==> src/rtl/mem_arbiter.sv <==
// Two-port (core/host) arbiter and three-phase sequencer for a single-port synchronous RAM.
// Round-robin tie-break, host hold blocks new core grants, saturating core stall counter.
module mem_arbiter #(
  parameter int DW    = 32,
  parameter int IDX_W = 10
) (
  input  logic             clk,
  input  logic             rst,
  input  logic             c_req,
  input  logic             c_we,
  input  logic [31:0]      c_addr,
  input  logic [DW-1:0]    c_wdata,
  output logic [DW-1:0]    c_rdata,
  output logic             c_ack,
  input  logic             h_req,
  input  logic             h_we,
  input  logic [31:0]      h_addr,
  input  logic [DW-1:0]    h_wdata,
  output logic [DW-1:0]    h_rdata,
  output logic             h_ack,
  input  logic             h_hold,
  output logic             m_en,
  output logic             m_we,
  output logic [IDX_W-1:0] m_idx,
  output logic [DW-1:0]    m_wdata,
  input  logic [DW-1:0]    m_rdata,
  output logic [31:0]      c_stall_cnt
);
  typedef enum logic [1:0] {S_IDLE, S_ACCESS, S_RESP} state_t;

  state_t           r_state, w_next;
  logic             r_last_h, r_own_h, r_we;
  logic             r_m_en, r_m_we;
  logic [IDX_W-1:0] r_m_idx;
  logic [DW-1:0]    r_m_wdata;
  logic             r_c_ack, r_h_ack;
  logic [DW-1:0]    r_c_rdata, r_h_rdata;
  logic [31:0]      r_stall_cnt;

  logic             w_c_elig, w_h_elig, w_grant, w_sel_h, w_we, w_capture;
  logic [IDX_W-1:0] w_idx;
  logic [DW-1:0]    w_wdata;
  logic             w_unused;

  assign w_c_elig = c_req & ~h_hold;
  assign w_h_elig = h_req;

  always_comb begin
    w_next  = r_state;
    w_grant = 1'b0;
    w_sel_h = 1'b0;
    case (r_state)
      S_IDLE: if (w_c_elig | w_h_elig) begin
        w_grant = 1'b1;
        // On a tie the port that did not win the previous grant goes next.
        w_sel_h = w_h_elig & (~w_c_elig | ~r_last_h);
        w_next  = S_ACCESS;
      end
      S_ACCESS: w_next = S_RESP;
      S_RESP:   w_next = S_IDLE;
      default:  w_next = S_IDLE;
    endcase
  end

  assign w_we    = w_sel_h ? h_we : c_we;
  assign w_idx   = w_sel_h ? h_addr[IDX_W+1:2] : c_addr[IDX_W+1:2];
  assign w_wdata = w_sel_h ? h_wdata : c_wdata;

  always_ff @(posedge clk or negedge rst) begin
    if (!rst) r_state <= S_IDLE;
    else      r_state <= w_next;
  end

  always_ff @(posedge clk or negedge rst) begin
    if (!rst) begin
      r_last_h    <= 1'b1;
      r_own_h     <= 1'b0;
      r_we        <= 1'b0;
      r_m_en      <= 1'b0;
      r_m_we      <= 1'b0;
      r_m_idx     <= '0;
      r_m_wdata   <= '0;
      r_c_ack     <= 1'b0;
      r_h_ack     <= 1'b0;
      r_c_rdata   <= '0;
      r_h_rdata   <= '0;
      r_stall_cnt <= '0;
    end else begin
      if (w_grant) begin
        r_last_h <= w_sel_h;
        r_own_h  <= w_sel_h;
        r_we     <= w_we;
      end
      // RAM strobes live only for the single ACCESS cycle that follows a grant.
      r_m_en    <= w_grant;
      r_m_we    <= w_grant & w_we;
      r_m_idx   <= w_grant ? w_idx : '0;
      r_m_wdata <= w_grant ? w_wdata : '0;
      r_c_ack   <= (r_state == S_ACCESS) & ~r_own_h;
      r_h_ack   <= (r_state == S_ACCESS) & r_own_h;
      if (w_capture & ~r_own_h) r_c_rdata <= m_rdata;
      if (w_capture &  r_own_h) r_h_rdata <= m_rdata;
      if (c_req && !r_c_ack && (r_stall_cnt != 32'hFFFF_FFFF))
        r_stall_cnt <= r_stall_cnt + 32'd1;
    end
  end

  // RAM read data lands in the ack cycle; forward it there, then hold it in the register.
  assign w_capture   = (r_state == S_RESP) & ~r_we;
  assign c_rdata     = (w_capture & ~r_own_h) ? m_rdata : r_c_rdata;
  assign h_rdata     = (w_capture &  r_own_h) ? m_rdata : r_h_rdata;
  assign c_ack       = r_c_ack;
  assign h_ack       = r_h_ack;
  assign m_en        = r_m_en;
  assign m_we        = r_m_we;
  assign m_idx       = r_m_idx;
  assign m_wdata     = r_m_wdata;
  assign c_stall_cnt = r_stall_cnt;

  // Byte-offset and high address bits alias by design.
  assign w_unused = ^{c_addr[31:IDX_W+2], c_addr[1:0], h_addr[31:IDX_W+2], h_addr[1:0]};
endmodule

==> config.mk <==
export PLATFORM = sky130hd
export DESIGN_NAME = mem_arbiter
export DESIGN_NICKNAME = d
export VERILOG_FILES = /design/src/rtl/mem_arbiter.sv
export SDC_FILE = /design/constraint.sdc
export NUM_CORES = 1
export LEC_CHECK = 0
export ABC_AREA = 1
export BUFFER_PORTS_ARGS = -buffer_cell sky130_fd_sc_hd__buf_2
export CORE_AREA = 2 2 120 122
export CTS_CLUSTER_SIZE = 10
export DETAILED_ROUTE_END_ITERATION = 7
export DIE_AREA = 0 0 122 124
export PLACE_DENSITY = 0.89
export RECOVER_POWER = 50
export SKIP_CTS_REPAIR_TIMING = 1
export SLEW_MARGIN = 0
export SYNTH_ARGS = -nofsm -noshare
export SYNTH_HDL_FRONTEND = slang
export SYNTH_SLANG_ARGS = --single-unit
==> constraint.sdc <==
create_clock -name clk -period 3.4 [get_ports clk]
set_clock_uncertainty 0.1 [all_clocks]
set_input_delay 0.17 -clock clk [delete_from_list [all_inputs] [get_ports clk]]
set_output_delay 0.17 -clock clk [all_outputs]
set_load 0.02 [all_outputs]
==> results of run 1 <==
cells in the final DEF (no fill, tap or decap), drive strengths merged, types with 2 or more instances in the layout:
master       instances
a21oi                2
buf                190
clkbuf              98
clkinv               5
clkinvlp             2
dfrtp              146
dlygate4sd3         99
inv                 71
nand2              231
nand3               20
nand3b               8
nand4                8
nor2               142
nor3                 5
o21ai              113
xnor2                6
xor2                 4
flip-flops by register name (all words and copies together), names as in the netlist:
signal	count
r_state	2
h_ack	1
m_idx	10
m_wdata	32
m_en	1
r_we	1
r_h_rdata	32
r_c_rdata	32
r_own_h	1
c_ack	1
r_last_h	1
m_we	1
c_stall_cnt	32
metal layers:
metal	wire, µm	up-vias	track usage
met4	878	2	0.0963
met3	1600	80	0.0531
met2	11600	377	0.441
li1	-	3177	-
met5	11	-	0
met1	7780	3239	0.280
synth_stat cells (all sizes together):
cell type	number
nand2	231
dfrtp	146
nor2	142
o21ai	113
inv	63
clkbuf	21
nand3	20
buf	9
nand3b	8
nand4	8
xnor2	6
nor3	5
xor2	4
a21oi	2
clkinv	1
dfstp	1
ha	1
o22ai	1
cell type report:
class                      instances  area [µm²]
clock buffer                      18         429
fill                            1059        4360
antenna                            1        2.50
multi-input combinational        541        2400
inverter                          64         243
sequential                       147        3680
tap                              180         225
clock inverter                    14         118
timing repair buffer             369        2270
kinds of logic after synthesis:
logic type	Yosys count	synth area share
buf+inv	94	0.0598
fa+ha+maj	1	0.00194
flops	147	0.571
xor+xnor	10	0.0136
simple gates	414	0.264
compound gates	116	0.0902
through the flow:
| stage | setup WS (ns) | hold WS [ns] | std cells |
|---|---|---|---|
| after floorplan | 1.55 | -0.226 | 782 |
| after global placement | 1.12 | 0.235 | 1202 |
| after detailed placement | 1.07 | 0.244 | 1202 |
| after CTS | 0.667 | -0.195 | 1234 |
| after global routing | 0.0812 | -0.0254 | 1333 |
| final | 0.356 | -0.0501 | 1334 |
power breakdown:
| group | internal (mW) | total (mW) | switching (mW) |
|---|---|---|---|
| clock | 0.956 | 1.74 | 0.789 |
| combinational | 1.01 | 3.29 | 2.28 |
| sequential | 2.38 | 2.65 | 0.271 |
path summary, 6_finish.rpt:
kind                                                     to  slack [ns]  cells after the start
worst max-delay path                  m_wdata[11]$_DFF_PN0_        0.36                      7
worst min-delay path                   m_wdata[2]$_DFF_PN0_       -0.05                      3
worst max register to register        m_wdata[11]$_DFF_PN0_        0.36                      7
worst min register to register              c_ack$_DFF_PN0_        0.39                      1
max in group asynchronous                  r_we$_DFFE_PN0P_        0.77                      2
min in group asynchronous       c_stall_cnt[21]$_DFFE_PN0P_        0.98                      2
critical path, stage by stage, from the launching register on:
cell and delay, ns:
dfrtp_1 0.39, inv_1 0.16, nand4_2 0.81, clkinv_1 0.17
buf_4 0.43, nor2_1 0.11, nor2_1 0.15, dlygate4sd3_1 0.62
==> flow_summary.ini, run 1 <==
[cells_and_area]
fin_util = 0.683
drive_gt1_frac = 0.210
nets = 1308
fin_area_um2 = 9360
synthToLayoutAreaGrowth_pct = 45.2

[cts]
clkSinkCount = 147
clk_pin_slew_ns = 0.07
clk_latency_ns = 0.42
cts_buffer_depth = 2
cts_buffers = 17
root_buffer = clkbuf_16
cts_tree = done
h-tree-depth = 4

[timing]
hold_viol = 15
tightestPinTransition_ns = 2.50
drv_slew = 99
finalSetupTns_ns = 0
min_period_ns = 3.04
min_period_over_period = 0.895
maxSlewHeadroom = -0.669
fmax_mhz = 328
rsz0062_at_grt = no
setup_viol = 0
holdWs_ns = -0.0501

[worst_setup_path]
worstReg2RegStart = r_state[0]$_DFFE_PN0P_
cp.required_ns = 3.65
startpoint_type = register
crit_type = register to register
crit_start = r_state[0]$_DFFE_PN0P_
path_max_fanout = 46
endpoint_kind = register
arrival_ns = 3.29

[die]
core_um2 = 13700
rows = 43
dieArea_um2 = 15100
start_util = 0.470
die_height_um = 124
io_pins = 309
die_w_um = 122

[drt]
routed_wl_mm = 21.9
ant_nets = 0
drtIter0Drc = 423
num_vias = 6875
drc = 0
dr.pass1.iters = 5
wl_per_cell_um = 16.4
viasPerCell = 5.15

[yosys]
yosysTopAreaCellShare = 0.567
yosysUniqueCellTypes = 27
yosysWarnings = 0
yosysSeqAreaShare = 0.571
synth_fp_nets = 950
yosys-top-cells-area = dfrtp_1 (57%), nand2_1 (13%), o21ai_0 (8.7%)
syn-cell-area_um2 = 6450
synth_cells = 782
ys_seq_elements = 147
syn_avg_cell_area_um2 = 8.24
synth_top_area_cell = dfrtp_1

[grt]
grt_pass1_wl_mm = 28.5
track_usage = 0.243
grt_max_degree = 100
antenna_found_initial = 2
grt_overflow = 0
grt_pass1_vias = 5933

[power_and_ir_drop]
vdd_drop_max_uv = 720
power_density_nw_per_um2 = 821
design_power_total_mw = 7.69
p_leak_nw = 4.71

[placement]
globalplace.congestion = 0.929
portBuffers = 264
place_area_um2 = 7930
dp_hpwl_mm = 13.2

[status]
failed_checks = negative hold slack, max-capacitance violations, max-slew violations
outcome = finished, violations left

[flow_run]
cap_violations = 1

[min_path]
min_from = h_wdata[2]
hp-class = input port to register
(Power assumes the default switching activity.)
==> run 2: changes to the inputs <==
--- a/config.mk
+++ b/config.mk
@@ -7,11 +7,11 @@
 export LEC_CHECK = 0
 export ABC_AREA = 1
 export BUFFER_PORTS_ARGS = -buffer_cell sky130_fd_sc_hd__buf_2
-export CORE_AREA = 2 2 120 122
+export CORE_AREA = 3 3 118 142
 export CTS_CLUSTER_SIZE = 10
 export DETAILED_ROUTE_END_ITERATION = 7
-export DIE_AREA = 0 0 122 124
-export PLACE_DENSITY = 0.89
+export DIE_AREA = 0 0 121 145
+export PLACE_DENSITY = 0.83
 export RECOVER_POWER = 50
 export SKIP_CTS_REPAIR_TIMING = 1
 export SLEW_MARGIN = 0
==> constraint.sdc (replaced) <==
create_clock -name clk -period 2.7 [get_ports clk]
set_clock_uncertainty 0.1 [all_clocks]
set_input_delay 0.135 -clock clk [delete_from_list [all_inputs] [get_ports clk]]
set_output_delay 0.135 -clock clk [all_outputs]
set_load 0.02 [all_outputs]
==> run 2 against run 1 <==
  * The run still ends with negative hold slack, max-capacitance violations, max-slew violations left
  * Sequential power up 25%
  * Largest cell class unchanged
  * Cell area up 3.3%
  * Wire length about the same
  * Highest routed layer is now met4
  * Worst setup slack worse by 0.14 ns
  * Combinational power up 29%
  * Register-to-register slack better by 0.02 ns
  * Non-clock buffer count up 24
==> flow_summary.ini, run 2 (same netlist as run 1, synthesis figures left out) <==
[cts]
cts_tree = done
cts_buffers = 17
clk_latency_ns = 0.42
root_buffer = clkbuf_16
clk_pin_slew_ns = 0.06
clkSinkCount = 147
cts_buffer_depth = 2
h-tree-depth = 4

[worst_setup_path]
crit_type = register to output port
reg2reg_to = m_wdata[0]$_DFF_PN0_
path_max_fanout = 49
endpoint_kind = output port
crit_start = r_state[1]$_DFFE_PN0P_
reg2reg_slack_ns = 0.38
worstReg2RegStart = r_state[1]$_DFFE_PN0P_
arrival_ns = 2.25
cp.required_ns = 2.47
reg2reg_depth = 7
startpoint_type = register

[timing]
holdWs_ns = -0.0430
timing.final.ws_setup_ns = 0.215
finalSetupTns_ns = 0
setup_viol = 0
tightestPinTransition_ns = 1.73
hold_viol = 2
maxSlewHeadroom = -0.153
min_period_over_period = 0.920
fmax_mhz = 402
min_period_ns = 2.49
rsz0062_at_grt = no
drv_slew = 70

[status]
failed_checks = negative hold slack, max-capacitance violations, max-slew violations
outcome = finished, violations left

[power_and_ir_drop]
power_density_nw_per_um2 = 1020
p_leak_nw = 4.89
vdd_drop_max_uv = 560

[drt]
dr.pass1.iters = 5
drc = 0
drtIter0Drc = 401
viasPerCell = 4.98
num_vias = 6894
wl_per_cell_um = 15.8
ant_nets = 0
routed_wl_mm = 21.9

[min_path]
hold_depth = 3
min_from = m_rdata[8]
hp-class = input port to register
holdPathEnd = r_h_rdata[8]$_DFF_PN0_

[cells_and_area]
synthToLayoutAreaGrowth_pct = 50.1
num-fill-cells = 1234
nets = 1332
final_cell_mix = nand2_1 (225), buf_2 (195), dfrtp_1 (146)
seq_area_um2 = 3680
fin_cells = 1385
insertedDiodeCount = 0
fin_util = 0.621
multi_input_area_um2 = 2400
drive_gt1_frac = 0.218
final_common_cell = nand2_1

[die]
die_height_um = 145
rows = 50
core_um2 = 15600
dieArea_um2 = 17500
die_w_um = 121
io_pins = 309
start_util = 0.414

[grt]
grt_overflow = 0
grt_pass1_wl_mm = 29.0
grt_pass1_vias = 5936
antenna_found_initial = 0
grt_max_degree = 71
track_usage = 0.207

[placement]
dpl.cell_count = 1232
portBuffers = 264
globalplace.congestion = 0.896
pre_cts_ws_ns = 0.619
dp_hpwl_mm = 13.5

[flow_run]
cap_violations = 1
## run 2: cell types whose count changed in the layout (fill, tap and decap cells not counted), moves of 4 or more
cell,previous run,this run
clkbuf_1,80,68
buf_2,184,195
inv_6,6,2
dlygate4sd3_1,99,121
## run 2: final cells by class
cell class,instances,area share
well taps,208,0.0269
multi-input cells,541,0.248
repair buffers,393,0.261
flip-flops and latches,147,0.380
clock buffers,19,0.0468
inverters,64,0.0251
clock inverters,13,0.0122
## run 2: worst max-delay path by stage
stage,end,slack (ns)
2_1_floorplan,c_stall_cnt[18]$_DFFE_PN0P_,0.85
3_3_place_gp,c_stall_cnt[23]$_DFFE_PN0P_,0.68
3_5_place_dp,c_stall_cnt[26]$_DFFE_PN0P_,0.62
4_1_cts,c_rdata[19],0.24
5_1_grt,c_rdata[31],0.02
6_report,c_rdata[15],0.21
## run 2: critical path, cell delays in order, from the launching register on
cell	delay [ns]
dfrtp_1	0.40
inv_1	0.10
nor2_1	0.18
nand3_2	0.31
buf_12	0.29
o21ai_0	0.28
buf_2	0.24
## run 2: power breakdown
| part | internal (mW) | switching (mW) |
|---|---|---|
| clock network | 1.26 | 1.01 |
| registers | 2.99 | 0.323 |
| logic | 1.38 | 2.87 |
## run 2: per-layer routing
| metal | GRT usage | part of all wire | vias up |
|---|---|---|---|
| met1 | 0.234 | 0.37 | 3206 |
| li1 | - | - | 3223 |
| met4 | 0.101 | 0.050 | 0 |
| met5 | 0 | 0 | - |
| met2 | 0.354 | 0.51 | 372 |
| met3 | 0.0616 | 0.074 | 93 |
## run 2: through the flow
step | cell area (µm²) | power [mW]
6_report | 9680 | 9.83
5_1_grt | 9680 | 10.4
4_1_cts | 8560 | 9.38
3_5_place_dp | 7990 | 7.10
3_3_place_gp | 7990 | 6.97
2_1_floorplan | 6450 | 5.65
